## config.mk

```make
export PLATFORM = sky130hd
export DESIGN_NAME = pin_keypad_flat
export DESIGN_NICKNAME = d
export VERILOG_FILES = /design/src/rtl/pin_pkg.sv /design/src/rtl/pin_keypad_if.sv /design/src/rtl/pin_keypad_key_edge_detect.sv /design/src/rtl/pin_keypad.sv /design/src/flat_wrapper.sv
export SDC_FILE = /design/constraint.sdc
export NUM_CORES = 1
export LEC_CHECK = 0
export CAP_MARGIN = 20
export CORE_MARGIN = 2
export CORE_UTILIZATION = 45
export DETAILED_ROUTE_END_ITERATION = 8
export MAX_ROUTING_LAYER = met4
export PLACE_DENSITY = 0.75
export SYNTH_ARGS = -nofsm -noshare
export SYNTH_HDL_FRONTEND = slang
export SYNTH_HIERARCHICAL = 1
export SYNTH_SLANG_ARGS = --single-unit
```

## constraint.sdc

```tcl
create_clock -name Clk -period 2.4 [get_ports Clk]
set_input_delay 0.48 -clock Clk [delete_from_list [all_inputs] [get_ports Clk]]
set_output_delay 0.48 -clock Clk [all_outputs]
set_load 0.005 [all_outputs]
```

## src/rtl/pin_pkg.sv

```systemverilog
// Shared definitions for the parking-gate keypad path: key codes, PIN width,
// FSM state encoding and a key classifier.
package pin_pkg;

  localparam int PIN_DIGITS = 2;
  localparam int PIN_W      = 4 * PIN_DIGITS;

  localparam logic [3:0] KEY_CLEAR = 4'hA;
  localparam logic [3:0] KEY_ENTER = 4'hB;

  localparam logic [2:0] ST_EMPTY = 3'b001;
  localparam logic [2:0] ST_ONE   = 3'b010;
  localparam logic [2:0] ST_TWO   = 3'b100;

  typedef enum logic [1:0] {
    KEY_DIGIT,
    KEY_CLR,
    KEY_ENT,
    KEY_RSVD
  } key_kind_e;

  function automatic key_kind_e classify_key(input logic [3:0] code);
    if (code <= 4'd9)           return KEY_DIGIT;
    else if (code == KEY_CLEAR) return KEY_CLR;
    else if (code == KEY_ENTER) return KEY_ENT;
    else                        return KEY_RSVD;
  endfunction

endpackage

```

## src/rtl/pin_keypad_if.sv

```systemverilog
// Keypad scanner / gate controller side bundle: key level and code in,
// assembled PIN plus status pulses out.
interface pin_keypad_if;
  import pin_pkg::*;

  logic             Key_valid;
  logic [3:0]       Key_code;
  logic [PIN_W-1:0] Pin;
  logic             enterPin;
  logic             Pin_error;
  logic             Timeout;
  logic [1:0]       Digits;

  modport master (
    output Key_valid, Key_code,
    input  Pin, enterPin, Pin_error, Timeout, Digits
  );

  modport slave (
    input  Key_valid, Key_code,
    output Pin, enterPin, Pin_error, Timeout, Digits
  );

endinterface

```

## src/rtl/pin_keypad_key_edge_detect.sv

```systemverilog
// Rising-edge detector on the scanner's key level; the history register
// resets high so a key held through reset is not taken as a new press.
module key_edge_detect (
  input  logic Clk,
  input  logic Reset,
  input  logic Key_valid,
  output logic key_press
);

  logic prev_valid_reg;

  always_ff @(posedge Clk) begin
    if (Reset) prev_valid_reg <= 1'b1;
    else       prev_valid_reg <= Key_valid;
  end

  assign key_press = Key_valid & ~prev_valid_reg;

endmodule

```

## src/rtl/pin_keypad.sv

```systemverilog
// Keypad front end: collects two BCD digits into the PIN word, strobes
// enterPin on a complete entry, and clears on CLEAR, bad ENTER or inactivity.
module pin_keypad
  import pin_pkg::*;
#(
  parameter int TIMEOUT_CYCLES = 1000,
  parameter int TMR_W          = $clog2(TIMEOUT_CYCLES)
) (
  input  logic         Clk,
  input  logic         Reset,
  pin_keypad_if.slave  kp
);

  logic             key_press;
  key_kind_e        key_kind;
  logic             expired;

  logic [2:0]       state_reg, state_next;
  logic [TMR_W-1:0] timer_reg, timer_next;
  logic [1:0]       digits_reg, digits_next;
  logic             enter_reg, enter_next;
  logic             error_reg, error_next;
  logic             timeout_reg, timeout_next;
  logic             shift_en, zero_en;
  logic [3:0]       digit_reg [PIN_DIGITS];

  key_edge_detect u_edge (
    .Clk       (Clk),
    .Reset     (Reset),
    .Key_valid (kp.Key_valid),
    .key_press (key_press)
  );

  assign key_kind = classify_key(kp.Key_code);
  assign expired  = (state_reg != ST_EMPTY) &&
                    (timer_reg == TMR_W'(TIMEOUT_CYCLES - 1));

  // Accepted presses take priority over the expiry of the inactivity timer.
  always_comb begin
    state_next   = state_reg;
    timer_next   = '0;
    enter_next   = 1'b0;
    error_next   = 1'b0;
    timeout_next = 1'b0;
    shift_en     = 1'b0;
    zero_en      = 1'b0;
    if (key_press && key_kind == KEY_DIGIT) begin
      shift_en   = 1'b1;
      state_next = (state_reg == ST_EMPTY) ? ST_ONE : ST_TWO;
    end else if (key_press && key_kind == KEY_CLR) begin
      zero_en    = 1'b1;
      state_next = ST_EMPTY;
    end else if (key_press && key_kind == KEY_ENT) begin
      if (state_reg == ST_TWO) begin
        enter_next = 1'b1;
      end else begin
        error_next = 1'b1;
        zero_en    = 1'b1;
      end
      state_next = ST_EMPTY;
    end else if (expired) begin
      timeout_next = 1'b1;
      zero_en      = 1'b1;
      state_next   = ST_EMPTY;
    end else if (state_reg != ST_EMPTY) begin
      timer_next = timer_reg + TMR_W'(1);
    end
  end

  always_comb begin
    case (state_next)
      ST_ONE:  digits_next = 2'd1;
      ST_TWO:  digits_next = 2'd2;
      default: digits_next = 2'd0;
    endcase
  end

  always_ff @(posedge Clk) begin
    if (Reset) begin
      state_reg   <= ST_EMPTY;
      timer_reg   <= '0;
      digits_reg  <= 2'd0;
      enter_reg   <= 1'b0;
      error_reg   <= 1'b0;
      timeout_reg <= 1'b0;
    end else begin
      state_reg   <= state_next;
      timer_reg   <= timer_next;
      digits_reg  <= digits_next;
      enter_reg   <= enter_next;
      error_reg   <= error_next;
      timeout_reg <= timeout_next;
    end
  end

  // Lane 0 holds the newest digit in Pin[3:0]; each shift ages lanes upward.
  genvar gi;
  generate
    for (gi = 0; gi < PIN_DIGITS; gi++) begin : g_lane
      always_ff @(posedge Clk) begin
        if (Reset || zero_en) begin
          digit_reg[gi] <= 4'h0;
        end else if (shift_en) begin
          if (gi == 0) digit_reg[gi] <= kp.Key_code;
          else         digit_reg[gi] <= digit_reg[(gi > 0) ? gi - 1 : 0];
        end
      end
      assign kp.Pin[4*gi +: 4] = digit_reg[gi];
    end
  endgenerate

  assign kp.Digits    = digits_reg;
  assign kp.enterPin  = enter_reg;
  assign kp.Pin_error = error_reg;
  assign kp.Timeout   = timeout_reg;

endmodule

```

## src/flat_wrapper.sv

```systemverilog
// flat-port wrapper written by rule: the top's interface ports become plain ports
module pin_keypad_flat import pin_pkg::*;
#(
  parameter int TIMEOUT_CYCLES = 1000,
  parameter int TMR_W          = $clog2(TIMEOUT_CYCLES)
)
  (Clk, Reset, kp_Key_valid, kp_Key_code, kp_Pin, kp_enterPin, kp_Pin_error, kp_Timeout, kp_Digits);
  pin_keypad_if kp_i ();
  input  logic Clk;
  input  logic Reset;
  input wire logic [$bits(kp_i.Key_valid)-1:0] kp_Key_valid;
  input wire logic [$bits(kp_i.Key_code)-1:0] kp_Key_code;
  output wire logic [$bits(kp_i.Pin)-1:0] kp_Pin;
  output wire logic [$bits(kp_i.enterPin)-1:0] kp_enterPin;
  output wire logic [$bits(kp_i.Pin_error)-1:0] kp_Pin_error;
  output wire logic [$bits(kp_i.Timeout)-1:0] kp_Timeout;
  output wire logic [$bits(kp_i.Digits)-1:0] kp_Digits;
  assign kp_i.Key_valid = kp_Key_valid;
  assign kp_i.Key_code = kp_Key_code;
  assign kp_Pin = kp_i.Pin;
  assign kp_enterPin = kp_i.enterPin;
  assign kp_Pin_error = kp_i.Pin_error;
  assign kp_Timeout = kp_i.Timeout;
  assign kp_Digits = kp_i.Digits;
  pin_keypad #(.TIMEOUT_CYCLES(TIMEOUT_CYCLES), .TMR_W(TMR_W)) u_core (.Clk(Clk), .Reset(Reset), .kp(kp_i));
endmodule
```

# Yosys cells after proc, flatten, opt, wreduce, memory -nomap -nowiden
# Memories as Yosys holds them, arrays and structs flattened.
# Cells that the tools add are included.
dict set report word_totals {
  ff_bits 19
  n_memories 1
  input_bits 7
  ram_bits 8
}
# name words width read_ports rd_ports_with_merged_regs wr line
set memory_table {}
lappend memory_table {u_core.digit_reg 2 4 2 0 2 pin_keypad.sv:25} ;# logic [3:0] digit_reg [PIN_DIGITS];
dict set report classes {
  n_lt_le_gt_ge 1
  n_reduce_logical 9
  eq_ne 10
  n_mux 23
  n_bitwise 6
  n_addsub 1
}
# operator count
set op_table {}
lappend op_table {{$mux W3} 5}
lappend op_table {{$mux W1} 13}
lappend op_table {{$add A10 B1 Y10 const B} 1}
lappend op_table {{$eq A10 B10 Y1 const B} 1}
lappend op_table {{$eq A4 B4 Y1 const B} 2}
lappend op_table {{$mux W4} 2}
lappend op_table {{$reduce_or A4 Y1} 2}
lappend op_table {{$eq A3 B3 Y1 const B} 2}
lappend op_table {{$reduce_or A6 Y1} 1}
lappend op_table {{$le A4 B4 Y1 const B} 1}
lappend op_table {{$logic_and A1 B1 Y1} 4}
lappend op_table {{$mux W2} 2}
lappend op_table {{$pmux W2 S2} 1}
lappend op_table {{$eq A3 B1 Y1 const B} 1}
lappend op_table {{$eq A3 B2 Y1 const B} 1}
lappend op_table {{$ne A3 B1 Y1 const B} 1}
lappend op_table {{$not A1 Y1} 3}
lappend op_table {{$eq A2 B1 Y1 const B} 1}
lappend op_table {{$eq A2 B2 Y1 const B} 1}
lappend op_table {{$logic_not A2 Y1} 1}
lappend op_table {{$or A1 B1 Y1} 2}
lappend op_table {{$and A1 B1 Y1} 1}
lappend op_table {{$logic_or A1 B1 Y1} 1}

# Longest topological paths before layout
# Gate-level depths: netlist (run 1).
dict set report depth {
  depth_word 13
  ltp_mapped 6
  mapped_depth_nobuf 5
}

# By module
# The synthesis (run 1) kept the hierarchy.
# module instances seq_area_each_um2 area_per_inst_um2 cells_each
set modules_own_cells {}
lappend modules_own_cells {pin_keypad 1 600.6 1042.2 95}
lappend modules_own_cells {key_edge_detect 1 20.0 32.5 3}

# Least setup slack after synthesis (run 1)
# Ideal clock, no wire load.
dict set report synth_path {
  path_type {register to register}
  from {register u_core.timer_reg[0]}
  to {memory u_core.digit_reg[0][0] (enable)}
  t_required_ns 2.030
  setup_ns 0.370
  t_arrival_ns 1.667
  synth_period_minus_slack_ns 2.037
  path_slack_ns 0.363
  stages_incl_launch_ff 6
  path_buffers 0
  path_cell_list {dfxtp_1 -> ha_1 -> nand3_1 -> or4_4 -> and2_4 -> nor2_1}
}
# item line
set synth_lines {}
lappend synth_lines {{from (decl)} pin_keypad.sv:19} ;# logic [TMR_W-1:0] timer_reg, timer_next;
lappend synth_lines {{from (signal assigned)} pin_keypad.sv:88} ;# timer_reg <= timer_next;
lappend synth_lines {{to (decl)} pin_keypad.sv:25}

==> results of run 1 <==
-- through the flow --
step,area [um2],setup WS (ps)
after detailed placement,1310,108
after global placement,1310,128
final,1340,422
after floorplan,1070,363
after global routing,1340,314
after CTS,1340,407
-- per-layer routing --
layer / vias up / GRT usage
met2: 14 / 0.265
met3: 4 / 0.0254
met5: - / -
li1: 386 / -
met1: 345 / 0.151
met4: 0 / 0.0684
-- Yosys cell counts (2+ instances only) --
library cell  instances
edfxtp_1              8
nor2_1               16
dfxtp_1              19
nand3_1               4
inv_1                 2
xnor2_1               2
and2_1                8
nor2b_1               2
nand2_1               6
a22o_1                2
xor2_1                6
-- kinds of logic (layout without fill, tap and decap cells) --
| logic type | count (synthesis) | count (layout) | share of synthesized area |
|---|---|---|---|
| buffers and inverters | 3 | 27 | 0.0116 |
| AOI/OAI and AO/OA | 8 | 8 | 0.0582 |
| adders and majority gates | 1 | 1 | 0.0116 |
| DFF | 27 | 27 | 0.577 |
| and+or+nand+nor | 51 | 51 | 0.276 |
| xor gates and xnor gates | 8 | 8 | 0.0652 |
-- critical path, stage by stage, from the launching register on --
cell and delay, ps:
dfxtp_1 420, ha_1 270, nand3_1 140, or4_4 450, and2_4 190, nor2_1 80
buf_4 170
-- cell type report --
type	instances	area, um2	area share
inverters	2	7.51	0.00561
well taps	28	35.0	0.0262
repair buffers	21	205	0.153
multi-input cells	68	442	0.330
clock inverters	1	6.26	0.00467
clock buffers	3	22.5	0.0168
flip-flops and latches	27	621	0.464
-- how the worst max path moves through the flow --
| stage | startpoint | end | slack (ps) |
|---|---|---|---|
| after global placement | kp_Key_valid | u_core/timer_reg[5] | 130 |
| after CTS | u_core/timer_reg[0] | u_core/digit_reg[0][1] | 410 |
| final | u_core/timer_reg[0] | u_core/digit_reg[0][1] | 420 |
| after detailed placement | kp_Key_valid | u_core/timer_reg[6] | 110 |
| after floorplan | u_core/timer_reg[0] | u_core/digit_reg[0][0] | 360 |
| after global routing | u_core/timer_reg[0] | u_core/digit_reg[1][2] | 310 |
-- power groups by stage --
stage / clock network [uW] / logic [uW] / registers, uW
after floorplan: 0 / 23.4 / 498
after global placement: 0 / 57.7 / 497
after detailed placement: 0 / 59.1 / 498
after CTS: 199 / 59.2 / 488
after global routing: 217 / 64.1 / 490
final: 193 / 58.8 / 488
==> impl_metrics.py, run 1 <==
metrics = {
    "worst_setup_path": {
        "start_kind": "flop",
        "rr_endpoint": "u_core/digit_reg[0][1]",
        "criticalPathCategory": "reg -> reg",
        "r2r_cells": 6,
        "crit_path_end_kind": "flop",
        "crit_arrival_ps": 2020,
        "reg2reg_from": "u_core/timer_reg[0]",
        "cp_max_fo": 8,
        "worst_ep_required_time_ps": 2440,
        "r2r_slack_ps": 420,
    },
    "final_layout": {
        "drive_above_1_share": 0.107,
        "finalNetCount": 131,
        "fin_cells": 150,
        "postLayoutCoreUtil": 0.599,
        "area_growth_pct": 24.6,
        "mostFrequentLayoutCells": "clkdlybuf4s50_1, dfxtp_1, nor2_1",
        "antenna_cells": 0,
        "fillers": 203,
        "largest_reg_flops": 10,
    },
    "sta": {
        "whs_ps": 494,
        "hold_viol_final": 0,
        "slew_headroom": 0.778,
        "finalSetupTns_ps": 0,
        "period_share": 0.824,
        "final.min_clock_period_ps": 1980,
        "setup_violations": 0,
        "rsz0062_at_grt": "no",
        "fin_skew_ps": 3.46,
        "tightest_slew_ps": 333,
        "fmax_mhz": 506,
        "finalMaxSlewViolations": 0,
    },
    "global_routing": {
        "grt_max_degree": 17,
        "grt_overflow": 0,
        "track_usage": 0.145,
        "grt_pass1_wl_um": 2880,
        "antenna_found_initial": 0,
        "grt_pass1_vias": 704,
    },
    "die": {
        "initial_utilization": 0.481,
        "rows": 17,
        "die_h_um": 52.9,
        "dieArea_um2": 2800,
        "core_area_um2": 2230,
        "ios": 20,
        "die_w_um": 52.9,
    },
    "job": {
        "cap_violations": 0,
    },
    "clock_tree": {
        "cts_tree": "done",
        "htreeDepth": 1,
        "clock_sinks": 27,
        "insertion_delay_ps": 310,
        "post_cts_buffers": 0,
        "hold_buffers": 0,
        "cts_buffer_depth": 2,
        "cts_buffers": 3,
        "cts-root-buf": "clkbuf_4",
        "clk_pin_slew_ps": 140,
        "post_cts_resized": 0,
    },
    "place": {
        "hpwl_um": 1390,
        "port_buffers": 19,
        "dp.cells": 146,
        "gp_congestion": 0.804,
    },
    "synth": {
        "synth_enable_flop_cells": 8,
        "ys_ff_latch": 27,
        "ys_top_cells_by_area": "dfxtp_1, edfxtp_1, nor2_1, xor2_1, and2_1",
        "ys_seq_area_frac": 0.577,
        "synth_nets": 106,
        "synth.cell_area_um2": 1070,
        "postSynthAreaPerCell_um2": 11.0,
        "synth_flop_cell": "dfxtp_1",
        "yosysTopAreaCellShare": 0.354,
        "synth_cell_type_count": 34,
        "synth_top_cell_by_area": "dfxtp_1",
        "synth_cells": 98,
        "yosys_warnings": 6,
        "synth-async-reset-ratio": 0,
    },
    "outcome": {
        "outcome": "completed",
    },
    "worst_hold_path": {
        "hold-path-cell-count": 1,
        "min_to": "u_core/timer_reg[0]",
        "hold_start": "u_core/timer_reg[0]",
        "min-delay-path-class": "reg -> reg",
    },
    "routing": {
        "wl_per_cell_um": 11.7,
        "wl_met3_um": 73,
        "drt_iter0_drc": 7,
        "routed_via_density": 4.99,
        "routed-wl-met2_um": 918,
        "routed.top_layer": "met4",
        "num_vias": 749,
        "drc": 0,
        "first_pass_iters": 4,
        "antenna_left": 0,
        "wl_met1_um": 737,
        "wirelength_um": 1760,
    },
    "pwr": {
        "p_total_uw": 740,
        "power_switching_uw": 159,
        "intPower_uw": 581,
        "p_per_area_nw_per_um2": 553,
        "share_comb_of_total_power": 0.080,
        "clockPowerShare": 0.261,
        "seq_power_share": 0.659,
        "peakVddDrop_v": 0.000351,
        "switching_share": 0.215,
        "p_leak_uw": 0.000487,
    },
}
(Power assumes the default switching activity.)
==> run 2: changes to the inputs <==
- clock period: 2.4 -> 1.9 ns (I/O delays scaled with it)
==> impl_metrics.py, run 2 (synthesis gave the netlist of run 1 again) <==
metrics = {
    "clock_tree": {
        "cts-root-buf": "clkbuf_4",
        "cts_buffer_depth": 2,
        "clock_sinks": 27,
        "post_cts_buffers": 0,
        "clk_pin_slew_ps": 140,
        "htreeDepth": 1,
        "cts_buffers": 3,
        "insertion_delay_ps": 310,
        "cts_tree": "done",
    },
    "worst_setup_path": {
        "cp_slowest_stage_delay_ps": 530,
        "start_kind": "flop",
        "crit_slowest_cell": "or4_4",
        "crit_family": "simple AND/OR/NAND/NOR gates",
        "cp_max_fo": 8,
        "worst_ep_required_time_ps": 1920,
        "critPathBufInv": 0,
        "crit_arrival_ps": 1800,
        "path_cells": "nand4bb_1 -> or4_4 -> and2_4 -> nor2_4",
        "criticalPathCategory": "reg -> reg",
        "crit_path_end_kind": "flop",
    },
    "sta": {
        "tightest_slew_ps": 304,
        "setup_violations": 0,
        "finalSetupTns_ps": 0,
        "hold_viol_final": 0,
        "fmax_mhz": 564,
        "rsz0062_at_grt": "no",
        "finalMaxSlewViolations": 0,
        "fin_skew_ps": 1.83,
        "period_share": 0.934,
        "slew_headroom": 0.795,
        "final.min_clock_period_ps": 1770,
    },
    "final_layout": {
        "finalNetCount": 143,
        "drive_above_1_share": 0.201,
        "area_growth_pct": 33.8,
        "mostFrequentLayoutCells": "clkdlybuf4s50_1, dfxtp_1, nor2_1",
        "postLayoutCoreUtil": 0.644,
        "antenna_cells": 0,
        "largest_reg_flops": 10,
    },
    "worst_hold_path": {
        "min-delay-path-class": "reg -> reg",
    },
    "routing": {
        "routed-wl-met2_um": 1070,
        "wl_per_cell_um": 11.8,
        "wl_met1_um": 762,
        "routed_via_density": 4.91,
        "wirelength_um": 1900,
        "antenna_left": 0,
        "drt_iter0_drc": 20,
        "num_vias": 796,
        "first_pass_iters": 4,
        "drc": 0,
        "wl_met3_um": 58,
        "routed.top_layer": "met4",
    },
    "die": {
        "core_area_um2": 2230,
        "rows": 17,
        "ios": 20,
        "die_h_um": 52.9,
        "die_w_um": 52.9,
        "dieArea_um2": 2800,
        "initial_utilization": 0.481,
    },
    "pwr": {
        "seq_power_share": 0.656,
        "share_comb_of_total_power": 0.091,
        "clockPowerShare": 0.254,
        "peakVddDrop_v": 0.000496,
        "switching_share": 0.214,
        "power_switching_uw": 200,
        "intPower_uw": 738,
        "p_per_area_nw_per_um2": 653,
        "p_leak_uw": 0.000550,
    },
    "global_routing": {
        "grt_pass1_wl_um": 3310,
        "grt_overflow": 0,
        "antenna_found_initial": 0,
        "track_usage": 0.171,
        "grt_max_degree": 16,
        "grt_pass1_vias": 785,
    },
    "outcome": {
        "outcome": "completed",
    },
    "place": {
        "port_buffers": 19,
        "gp_congestion": 0.833,
        "hpwl_um": 1500,
    },
    "job": {
        "cap_violations": 0,
    },
}
run 2: through the flow:
| step | instances | total power (uW) | hold slack, ps | instance area, um2 | setup WS [ps] |
|---|---|---|---|---|---|
| 6_report | 162 | 939 | 544 | 1440 | 126 |
| 5_1_grt | 162 | 981 | 583 | 1440 | 48.7 |
| 4_1_cts | 162 | 950 | 549 | 1440 | 75.4 |
| 3_5_place_dp | 158 | 712 | 520 | 1400 | -266 |
| 3_3_place_gp | 158 | 710 | 499 | 1400 | -241 |
| 2_1_floorplan | 98 | 659 | 438 | 1080 | 18.9 |
run 2: area by class of cell:
cell class | instances | area [um2]
fill | 192 | 796
inverter | 2 | 7.51
clock inverter | 1 | 5.00
multi-input combinational | 68 | 452
tap | 28 | 35.0
sequential | 27 | 621
timing repair buffer | 33 | 295
clock buffer | 3 | 22.5
run 2: repair_timing:
| item | in CTS | in global routing |
|---|---|---|
| endpoints found under the hold margin | 0 | 0 |
| cloned | 0 | 0 |
| resized for setup | 1 | 1 |
| setup endpoints to repair | 6 | 8 |
| hold buffers | 0 | 0 |
| pin swaps | 0 | 0 |
run 2: routing by layer:
| layer | vias to the layer above | global-route usage |
|---|---|---|
| met5 | - | - |
| met1 | 375 | 0.168 |
| met2 | 10 | 0.321 |
| li1 | 409 | - |
| met4 | 0 | 0.0769 |
| met3 | 2 | 0.0339 |
run 2: power groups by stage:
| stage | combinational [uW] | sequential, uW | clock (uW) |
|---|---|---|---|
| 6_report | 85.0 | 616 | 238 |
| 5_1_grt | 93.1 | 618 | 269 |
| 4_1_cts | 84.2 | 616 | 250 |
| 3_5_place_dp | 82.9 | 629 | 0 |
| 3_3_place_gp | 81.9 | 628 | 0 |
| 2_1_floorplan | 30.1 | 629 | 0 |
run 2: path summary, 6_finish.rpt:
| kind | start | endpoint | slack (ps) | depth (start not counted) |
|---|---|---|---|---|
| worst min register to register | u_core/timer_reg[9] | u_core/timer_reg[9] | 540 | 2 |
| worst max-delay path | u_core/timer_reg[4] | u_core/digit_reg[0][3] | 130 | 4 |
| worst min-delay path | u_core/timer_reg[9] | u_core/timer_reg[9] | 540 | 2 |
| worst max register to register | u_core/timer_reg[4] | u_core/digit_reg[0][3] | 130 | 4 |
run 2: worst min-delay path, delay by kind of cell (launching register included):
| kind | cells | cell delay (ps) |
|---|---|---|
| xor gates and xnor gates | 1 | 80 |
| DFF | 1 | 370 |
| and+or+nand+nor | 1 | 70 |
==> run 3: changes to the inputs <==
--- a/constraint.sdc
+++ b/constraint.sdc
@@ -3,2 +3,2 @@
 set_output_delay 0.38 -clock Clk [all_outputs]
-set_load 0.005 [all_outputs]
+set_load 0.01 [all_outputs]
==> results of run 3 <==
The final DEF is identical to that of run 2. Status: completed.
Main changes from that run: total power 939 uW -> 943 uW; worst IR drop on VDD 0.000496 V -> 0.000497 V
